--- src/rtl/image_invert_engine_if.sv ---
// rtl/image_invert_engine_if.sv - start/finish handshake plus dual-port image memory ports A (read) and B (write)
interface image_invert_engine_if #(
  parameter int ADDR_WIDTH = 16
);
  logic                  start;
  logic                  finish;
  logic                  en_a;
  logic                  we_a;
  logic [ADDR_WIDTH-1:0] addr_a;
  logic [31:0]           data_r_a;
  logic                  en_b;
  logic                  we_b;
  logic [ADDR_WIDTH-1:0] addr_b;
  logic [31:0]           data_w_b;

  modport master (
    input  start, data_r_a,
    output finish, en_a, we_a, addr_a, en_b, we_b, addr_b, data_w_b
  );

  modport slave (
    output start, data_r_a,
    input  finish, en_a, we_a, addr_a, en_b, we_b, addr_b, data_w_b
  );
endinterface

--- src/rtl/image_invert_engine.sv ---
// rtl/image_invert_engine.sv - one-word-per-cycle pixel inverter copying source region to DST_OFFSET
// Read i is issued in cycle i; memory returns it a cycle later, when it is inverted and written.
module image_invert_engine #(
  parameter int ADDR_WIDTH = 16,
  parameter int IMG_WORDS  = 25344,
  parameter int DST_OFFSET = 25344
) (
  input logic clk,
  input logic rst,
  image_invert_engine_if.master bus
);
  localparam longint MEM_WORDS = longint'(1) << ADDR_WIDTH;

  if (IMG_WORDS < 1 || DST_OFFSET < IMG_WORDS ||
      longint'(DST_OFFSET) + longint'(IMG_WORDS) > MEM_WORDS) begin : g_bad_cfg
    $error("image_invert_engine: illegal ADDR_WIDTH/IMG_WORDS/DST_OFFSET combination");
  end

  localparam logic [ADDR_WIDTH-1:0] LAST_A    = ADDR_WIDTH'(IMG_WORDS - 1);
  localparam logic [ADDR_WIDTH-1:0] DST_OFF_A = ADDR_WIDTH'(DST_OFFSET);

  typedef enum logic [1:0] {S_IDLE, S_RUN, S_DRAIN, S_DONE} state_e;

  state_e                state_q, state_d;
  logic [ADDR_WIDTH-1:0] rd_addr_q, rd_addr_d;
  logic [ADDR_WIDTH-1:0] wr_addr_q, wr_addr_d;
  logic                  wr_pending_q, wr_pending_d;

  always_ff @(posedge clk) begin
    if (rst) begin
      state_q      <= S_IDLE;
      rd_addr_q    <= '0;
      wr_addr_q    <= '0;
      wr_pending_q <= 1'b0;
    end else begin
      state_q      <= state_d;
      rd_addr_q    <= rd_addr_d;
      wr_addr_q    <= wr_addr_d;
      wr_pending_q <= wr_pending_d;
    end
  end

  always_comb begin
    state_d      = state_q;
    rd_addr_d    = rd_addr_q;
    wr_addr_d    = wr_addr_q;
    wr_pending_d = wr_pending_q;
    case (state_q)
      S_IDLE: begin
        if (bus.start) begin
          state_d   = S_RUN;
          rd_addr_d = '0;
        end
      end
      S_RUN: begin
        wr_pending_d = 1'b1;
        wr_addr_d    = rd_addr_q + DST_OFF_A;
        rd_addr_d    = rd_addr_q + ADDR_WIDTH'(1);
        if (rd_addr_q == LAST_A) begin
          state_d = S_DRAIN;
        end
      end
      S_DRAIN: begin
        wr_pending_d = 1'b0;
        state_d      = S_DONE;
      end
      S_DONE: begin
        // A new pass needs start to fall first, so a held start cannot retrigger.
        if (!bus.start) begin
          state_d = S_IDLE;
        end
      end
      default: state_d = S_IDLE;
    endcase
  end

  always_comb begin
    bus.en_a     = (state_q == S_RUN);
    bus.we_a     = 1'b0;
    bus.addr_a   = (state_q == S_RUN) ? rd_addr_q : '0;
    bus.en_b     = wr_pending_q;
    bus.we_b     = wr_pending_q;
    bus.addr_b   = wr_pending_q ? wr_addr_q : '0;
    // Bytewise 255-p is a plain bitwise NOT: no borrows cross byte lanes.
    bus.data_w_b = wr_pending_q ? ~bus.data_r_a : 32'h0;
    bus.finish   = (state_q == S_DONE);
  end
endmodule
--- src/flat_wrapper.sv ---
// flat-port wrapper written by rule: the top's interface ports become plain ports
module image_invert_engine_flat 
#(
  parameter int ADDR_WIDTH = 16,
  parameter int IMG_WORDS  = 25344,
  parameter int DST_OFFSET = 25344
)
  (clk, rst, bus_start, bus_data_r_a, bus_finish, bus_en_a, bus_we_a, bus_addr_a, bus_en_b, bus_we_b, bus_addr_b, bus_data_w_b);
  image_invert_engine_if #(.ADDR_WIDTH(ADDR_WIDTH)) bus_i ();
  input logic clk;
  input logic rst;
  input wire logic [$bits(bus_i.start)-1:0] bus_start;
  input wire logic [$bits(bus_i.data_r_a)-1:0] bus_data_r_a;
  output wire logic [$bits(bus_i.finish)-1:0] bus_finish;
  output wire logic [$bits(bus_i.en_a)-1:0] bus_en_a;
  output wire logic [$bits(bus_i.we_a)-1:0] bus_we_a;
  output wire logic [$bits(bus_i.addr_a)-1:0] bus_addr_a;
  output wire logic [$bits(bus_i.en_b)-1:0] bus_en_b;
  output wire logic [$bits(bus_i.we_b)-1:0] bus_we_b;
  output wire logic [$bits(bus_i.addr_b)-1:0] bus_addr_b;
  output wire logic [$bits(bus_i.data_w_b)-1:0] bus_data_w_b;
  assign bus_i.start = bus_start;
  assign bus_i.data_r_a = bus_data_r_a;
  assign bus_finish = bus_i.finish;
  assign bus_en_a = bus_i.en_a;
  assign bus_we_a = bus_i.we_a;
  assign bus_addr_a = bus_i.addr_a;
  assign bus_en_b = bus_i.en_b;
  assign bus_we_b = bus_i.we_b;
  assign bus_addr_b = bus_i.addr_b;
  assign bus_data_w_b = bus_i.data_w_b;
  image_invert_engine #(.ADDR_WIDTH(ADDR_WIDTH), .IMG_WORDS(IMG_WORDS), .DST_OFFSET(DST_OFFSET)) u_core (.clk(clk), .rst(rst), .bus(bus_i));
endmodule
--- config.mk ---
export PLATFORM = sky130hd
export DESIGN_NAME = image_invert_engine_flat
export DESIGN_NICKNAME = d
export VERILOG_FILES = /design/src/rtl/image_invert_engine_if.sv /design/src/rtl/image_invert_engine.sv /design/src/flat_wrapper.sv
export SDC_FILE = /design/constraint.sdc
export NUM_CORES = 1
export LEC_CHECK = 0
export ABC_AREA = 1
export BUFFER_PORTS_ARGS = -buffer_cell sky130_fd_sc_hd__buf_2
export CORE_ASPECT_RATIO = 0.7
export CORE_UTILIZATION = 47
export DETAILED_ROUTE_END_ITERATION = 10
export PLACE_DENSITY = 0.82
export SLEW_MARGIN = 15
export SYNTH_ARGS = -nofsm -noshare
export SYNTH_HDL_FRONTEND = slang
export SYNTH_SLANG_ARGS = --single-unit
--- constraint.sdc ---
create_clock -name clk -period 1.75 [get_ports clk]
set_input_delay 0.175 -clock clk [delete_from_list [all_inputs] [get_ports clk]]
set_output_delay 0.175 -clock clk [all_outputs]
set_load 0.02 [all_outputs]
==> out/metrics.cfg, run 1 <==
[logic_synthesis]
netlist_area_sq_mm=0.002191
netlist.area_leader.share_pct=31.98
synth_commonest_cells=89 x nand2_1, 69 x nor2_1, 59 x inv_1
synthTopCellsByArea=dfxtp_1 32%, nand2_1 15%, nor2_1 12%
synth-async-reset-ratio_pct=0
syn_inst=356
yosys.cell_types.count=29
synth_fp_nets=400
yosysMostFrequentCell=nand2_1
yosys.area.top_type=dfxtp_1
yosysWarnings=0
synth_ff_type=dfxtp_1
yosys_register_bits=35
ys_seq_area_share_pct=31.98
synth.avg_cell_area_sq_um=6.154
synth_edf_count=0

[layout]
final_nets=503
drive_gt1_share_pct=30.65
design_area_sq_mm=0.002854
antenna_cells=0
n_fill_cell=411
syn2layout_area_growth_pct=30.27

[global_route]
grt_max_degree=22
track_usage_pct=23.84
antenna_found_initial=0
grt.met1_usage_pct=33.79
met2_usage_pct=35.66
use_met3_pct=5.989
grt_pass1_vias=2052
grt_pass1_wl_mm=9.342
grt-busiest-layer=met2
grt_overflow=0

[critical_path]
crit_type=register to output port
cp-start-kind=register
r2r_cells=8
worstReg2RegStart=u_core.state_q[1]
rr_endpoint=u_core.rd_addr_q[4]
reg2reg_slack_ns=0.20
crit_fanout=17
required_ns=1.57
arrival_ns=1.45
end_kind=output port

[clock_tree]
cts_sinks=35
clk_pin_slew_worst_paths_ns=0.07
cts_tree=done
cts-root-buf=clkbuf_8
post_cts_buffers=0
numCtsBuffers=5
clock_latency_ns=0.29
htreeDepth=2
clockBufferDepth=2

[timing]
hold_violations=0
min_period_ns=1.621
setup_ws_ns=0.1286
fin_skew_ns=0.007174
fin_tns_setup_ns=0
rsz0062_at_grt=false
drv_slew=0
holdWs_ns=0.2444
max_freq_ghz=0.6168
setup_viol=0
post-route-period-util_pct=92.65

[worst_hold_path]
whs_endpoint=u_core.wr_addr_q[11]
hold_class=input pin to register
min_path_cells=2
worstHoldStart=rst

[detailed_routing]
routedWlPerCell_um=11.41
avgViaCountPerCell=4.641
wirelength_mm=5.875
drt_iter0_drc=173
drcViolationCount=0
vias=2390
ant_nets=0
drt_first_pass_iters=4

[die]
start_util_pct=49.74
die_x_um=83.61
rows=20
core_region_area_sq_mm=0.004404
die_h_um=59.12
dieArea_sq_mm=0.004943
ios=104

[pwr]
vdd_drop_max_mv=0.7709
pwr_density_cell_mw_per_mm2=1066
total_power_mw=3.042
leakage_nw=1.751

[placement]
port_buffers=102
gp_congestion=0.8798
pre_cts_slack_ns=0.1774
hpwl_mm=4.462
place_area_sq_mm=0.002753

[outcome]
status=completed

[flow_run]
cap_violations=0

per-stage QoR:
step | util (%) | std cells
4_1_cts | 64.49 | 515
2_1_floorplan | - | 356
6_report | 64.80 | 515
3_5_place_dp | 62.50 | 507
3_3_place_gp | 62.50 | 507
5_1_grt | 64.80 | 515
worst max-delay path by stage:
| stage | startpoint | endpoint | slack [ns] | cells after the start |
|---|---|---|---|---|
| 2_1_floorplan | u_core.state_q[1] | u_core.rd_addr_q[7] | 0.22 | 9 |
| 3_3_place_gp | u_core.state_q[0] | u_core.rd_addr_q[14] | 0.25 | 10 |
| 3_5_place_dp | u_core.state_q[1] | u_core.rd_addr_q[4] | 0.18 | 7 |
| 4_1_cts | u_core.state_q[1] | bus_addr_a[15] | 0.03 | 6 |
| 5_1_grt | u_core.bus.en_b | bus_data_w_b[26] | 0.02 | 4 |
| 6_report | u_core.bus.en_b | bus_data_w_b[1] | 0.13 | 4 |
where the power goes:
| group | internal [mW] | total (mW) | switching [mW] |
|---|---|---|---|
| combinational | 0.499 | 1.50 | 1.00 |
| sequential | 0.896 | 0.961 | 0.0653 |
| clock | 0.279 | 0.579 | 0.300 |
| total | 1.67 | 3.04 | 1.37 |
what timing repair did:
| item | CTS | global route |
|---|---|---|
| hold buffers | 0 | 0 |
| gates resized for setup | 2 | 4 |
| pin swaps | 0 | 2 |
| endpoints found under the setup margin | 8 | 16 |
metal layers:
metal / up-vias / part of all wire, %
li1: 1274 / -
met1: 1014 / 50
met2: 96 / 41
met3: 6 / 8.6
met4: 0 / 0.90
met5: - / 0
area by class of cell:
class | count | area, sq um | area share [%]
multi-input combinational | 242 | 1176 | 41.21
clock inverter | 1 | 5.005 | 0.1754
clock buffer | 7 | 76.32 | 2.674
tap | 55 | 68.82 | 2.411
sequential | 35 | 701.9 | 24.59
timing repair buffer | 112 | 589.3 | 20.65
inverter | 63 | 236.5 | 8.286
registers in the layout, summed over array words and instances (netlist names):
name / flops
u_core.rd_addr_q: 16
u_core.wr_addr_q: 16
u_core.bus.en_b: 1
u_core.state_q: 2
cell usage in the layout, fill, tap and decap left out, types with 2 or more instances in the layout:
cell type / n
a21oi_1: 23
a31oi_1: 3
buf_2: 102
buf_4: 9
clkbuf_1: 2
clkbuf_8: 5
dfxtp_1: 34
ha_1: 7
inv_1: 58
inv_2: 5
nand2_1: 89
nand2_2: 5
nand2_4: 2
nand3_1: 10
nand4_1: 5
nor2_1: 69
nor2_4: 3
nor3_1: 2
o21ai_0: 9
o21ai_1: 2
o21ai_2: 2
xor2_1: 2
critical path: stages (launching register included):
cell,delay (ns)
dfxtp_1,0.31
inv_1,0.34
buf_4,0.29
nor2_1,0.05
buf_2,0.16
logic make-up (layout without fill, tap and decap cells):
logic type | count (synthesis) | after routing | synth area share, %
AND/OR/NAND/NOR | 189 | 189 | 36.72
AO/OA/AOI/OAI | 40 | 40 | 9.766
XOR/XNOR | 3 | 3 | 1.200
buffers and inverters | 79 | 183 | 15.02
flip-flops | 35 | 35 | 31.98
adder cells (fa/ha/maj) | 9 | 9 | 5.140
other | 1 | 1 | 0.1712
(Power assumes the default switching activity.)
==> run 2: changes to the inputs <==
--- a/config.mk
+++ b/config.mk
@@ -8,5 +8,5 @@
 export ABC_AREA = 1
 export BUFFER_PORTS_ARGS = -buffer_cell sky130_fd_sc_hd__buf_2
-export CORE_ASPECT_RATIO = 0.7
+export CORE_ASPECT_RATIO = 1.1
 export CORE_UTILIZATION = 47
 export DETAILED_ROUTE_END_ITERATION = 10
==> constraint.sdc (replaced) <==
create_clock -name clk -period 1.75 [get_ports clk]
set_input_delay 0 -clock clk [delete_from_list [all_inputs] [get_ports clk]]
set_output_delay 0 -clock clk [all_outputs]
set_load 0.02 [all_outputs]
==> out/metrics.cfg, run 2 (synthesis gave the netlist of run 1 again) <==
[timing]
fin_tns_setup_ns=0  ; unchanged
min_period_ns=1.598  ; -0.02354 ns
holdWs_ns=0.03823  ; -0.2062 ns
setup_viol=0  ; unchanged
drv_slew=0  ; unchanged
hold_violations=0  ; unchanged
fin_skew_ns=0.01210  ; +0.004931 ns
rsz0062_at_grt=false
setup_ws_ns=0.1522  ; +0.02354 ns
max_freq_ghz=0.6258  ; +1.5%
post-route-period-util_pct=91.31  ; -1.3 points

[critical_path]
crit_path_max_incr_delay_ns=0.45  ; +0.11 ns
cp_top_family=buffers and inverters
required_ns=1.75  ; +0.18 ns
crit_fanout=16  ; -1
crit_chain=clkinvlp_2 -> nor2_1 -> buf_2
end_kind=output port
cp-start-kind=register
arrival_ns=1.60  ; +0.15 ns
crit_type=register to output port
crit_slowest_cell=clkinvlp_2
cp_num_buf_inv=2  ; -1

[placement]
gp_congestion=0.9655  ; +9.7%
dp_cells=500  ; -1.4%
hpwl_mm=5.044  ; +13%
place_area_sq_mm=0.002706  ; -1.7%
port_buffers=102  ; unchanged
pre_cts_slack_ns=0.1691  ; -0.008272 ns

[global_route]
grt_pass1_wl_mm=9.494  ; +1.6%
grt_overflow=0  ; unchanged
antenna_found_initial=0  ; unchanged
track_usage_pct=26.51  ; +2.7 points
grt_pass1_vias=2124  ; +3.5%
grt_max_degree=33  ; +50%

[worst_hold_path]
hold_class=input pin to register

[clock_tree]
cts_sinks=35  ; unchanged
cts-root-buf=clkbuf_8
ctsHoldBuffers=0  ; unchanged
post_cts_buffers=0  ; unchanged
clk_pin_slew_worst_paths_ns=0.08  ; about the same
clockBufferDepth=2  ; unchanged
clock_latency_ns=0.29  ; about the same
cts_tree=done
htreeDepth=2  ; unchanged
postCtsResizedCells=0  ; -2
numCtsBuffers=5  ; unchanged

[outcome]
status=completed

[layout]
antenna_cells=0  ; unchanged
syn2layout_area_growth_pct=29.41
ff_latch_area_sq_um=701.9  ; unchanged
final_nets=498  ; -0.99%
reg_top3=u_core.rd_addr_q (16), u_core.wr_addr_q (16), u_core.state_q (2)
multi_input_area_sq_mm=0.001164  ; -1.1%
layoutNonFillerInstCount=509  ; -1.2%
n_fill_cell=402  ; -2.2%
design_area_sq_mm=0.002835  ; -0.66%
drive_gt1_share_pct=30.11  ; -0.54 points
final_cell_mix=102 x buf_2, 89 x nand2_1, 69 x nor2_1
final_util_pct=64.74  ; about the same
final_common_cell=buf_2

[detailed_routing]
avgViaCountPerCell=4.967  ; +7.0%
drt_iter0_drc=113  ; -35%
routedWlPerCell_um=12.72  ; +12%
vias=2528  ; +5.8%
wirelength_mm=6.476  ; +10%
drcViolationCount=0  ; unchanged
ant_nets=0  ; unchanged
drt_first_pass_iters=4  ; unchanged

[die]
rows=25  ; +25%
core_region_area_sq_mm=0.004379  ; -0.57%
die_h_um=73.61  ; +25%
start_util_pct=50.03  ; +0.28 points
die_x_um=67.10  ; -20%
ios=104  ; unchanged
dieArea_sq_mm=0.004939  ; about the same

[pwr]
total_power_mw=3.150  ; +3.5%
leakage_nw=1.733  ; -1.0%
vdd_drop_max_mv=0.6822  ; -12%
pwr_density_cell_mw_per_mm2=1111  ; +4.2%

[flow_run]
cap_violations=0  ; unchanged

-- run 2: cell count changes in the layout (fill, tap and decap cells not counted), sizes merged --
| cell | change |
|---|---|
| inv | -1 |
| clkinvlp | +2 |
| clkinv | +1 |
| bufinv | +1 |
| clkbuf | -2 |
| buf | -6 |
-- run 2: worst paths after layout --
| kind | startpoint | to | slack (ns) | depth (start not counted) |
|---|---|---|---|---|
| worst max-delay path | u_core.bus.en_b | bus_data_w_b[30] | 0.15 | 3 |
| worst min-delay path | rst | u_core.wr_addr_q[14] | 0.04 | 2 |
| worst max register to register | u_core.state_q[0] | u_core.rd_addr_q[4] | 0.20 | 8 |
| worst min register to register | u_core.wr_addr_q[1] | u_core.wr_addr_q[1] | 0.46 | 2 |
-- run 2: final cells by class --
| class | instances | area share, % |
|---|---|---|
| clock buffer | 5 | 2.427 |
| clock inverter | 3 | 1.545 |
| inverter | 63 | 8.473 |
| multi-input combinational | 242 | 41.04 |
| sequential | 35 | 24.76 |
| tap | 54 | 2.383 |
| timing repair buffer | 106 | 19.20 |
| timing repair inverter | 1 | 0.1765 |
-- run 2: where the power goes --
group / switching [mW] / total, mW / internal [mW]
combinational: 0.999 / 1.45 / 0.448
clock: 0.305 / 0.729 / 0.424
sequential: 0.0783 / 0.974 / 0.896
total: 1.38 / 3.15 / 1.77
-- run 2: per-layer routing --
metal  share of wire, %  track usage, %
met5                  0               0
met4                1.6           8.747
met3                 11           6.366
met2                 47           45.67
met1                 40           31.81
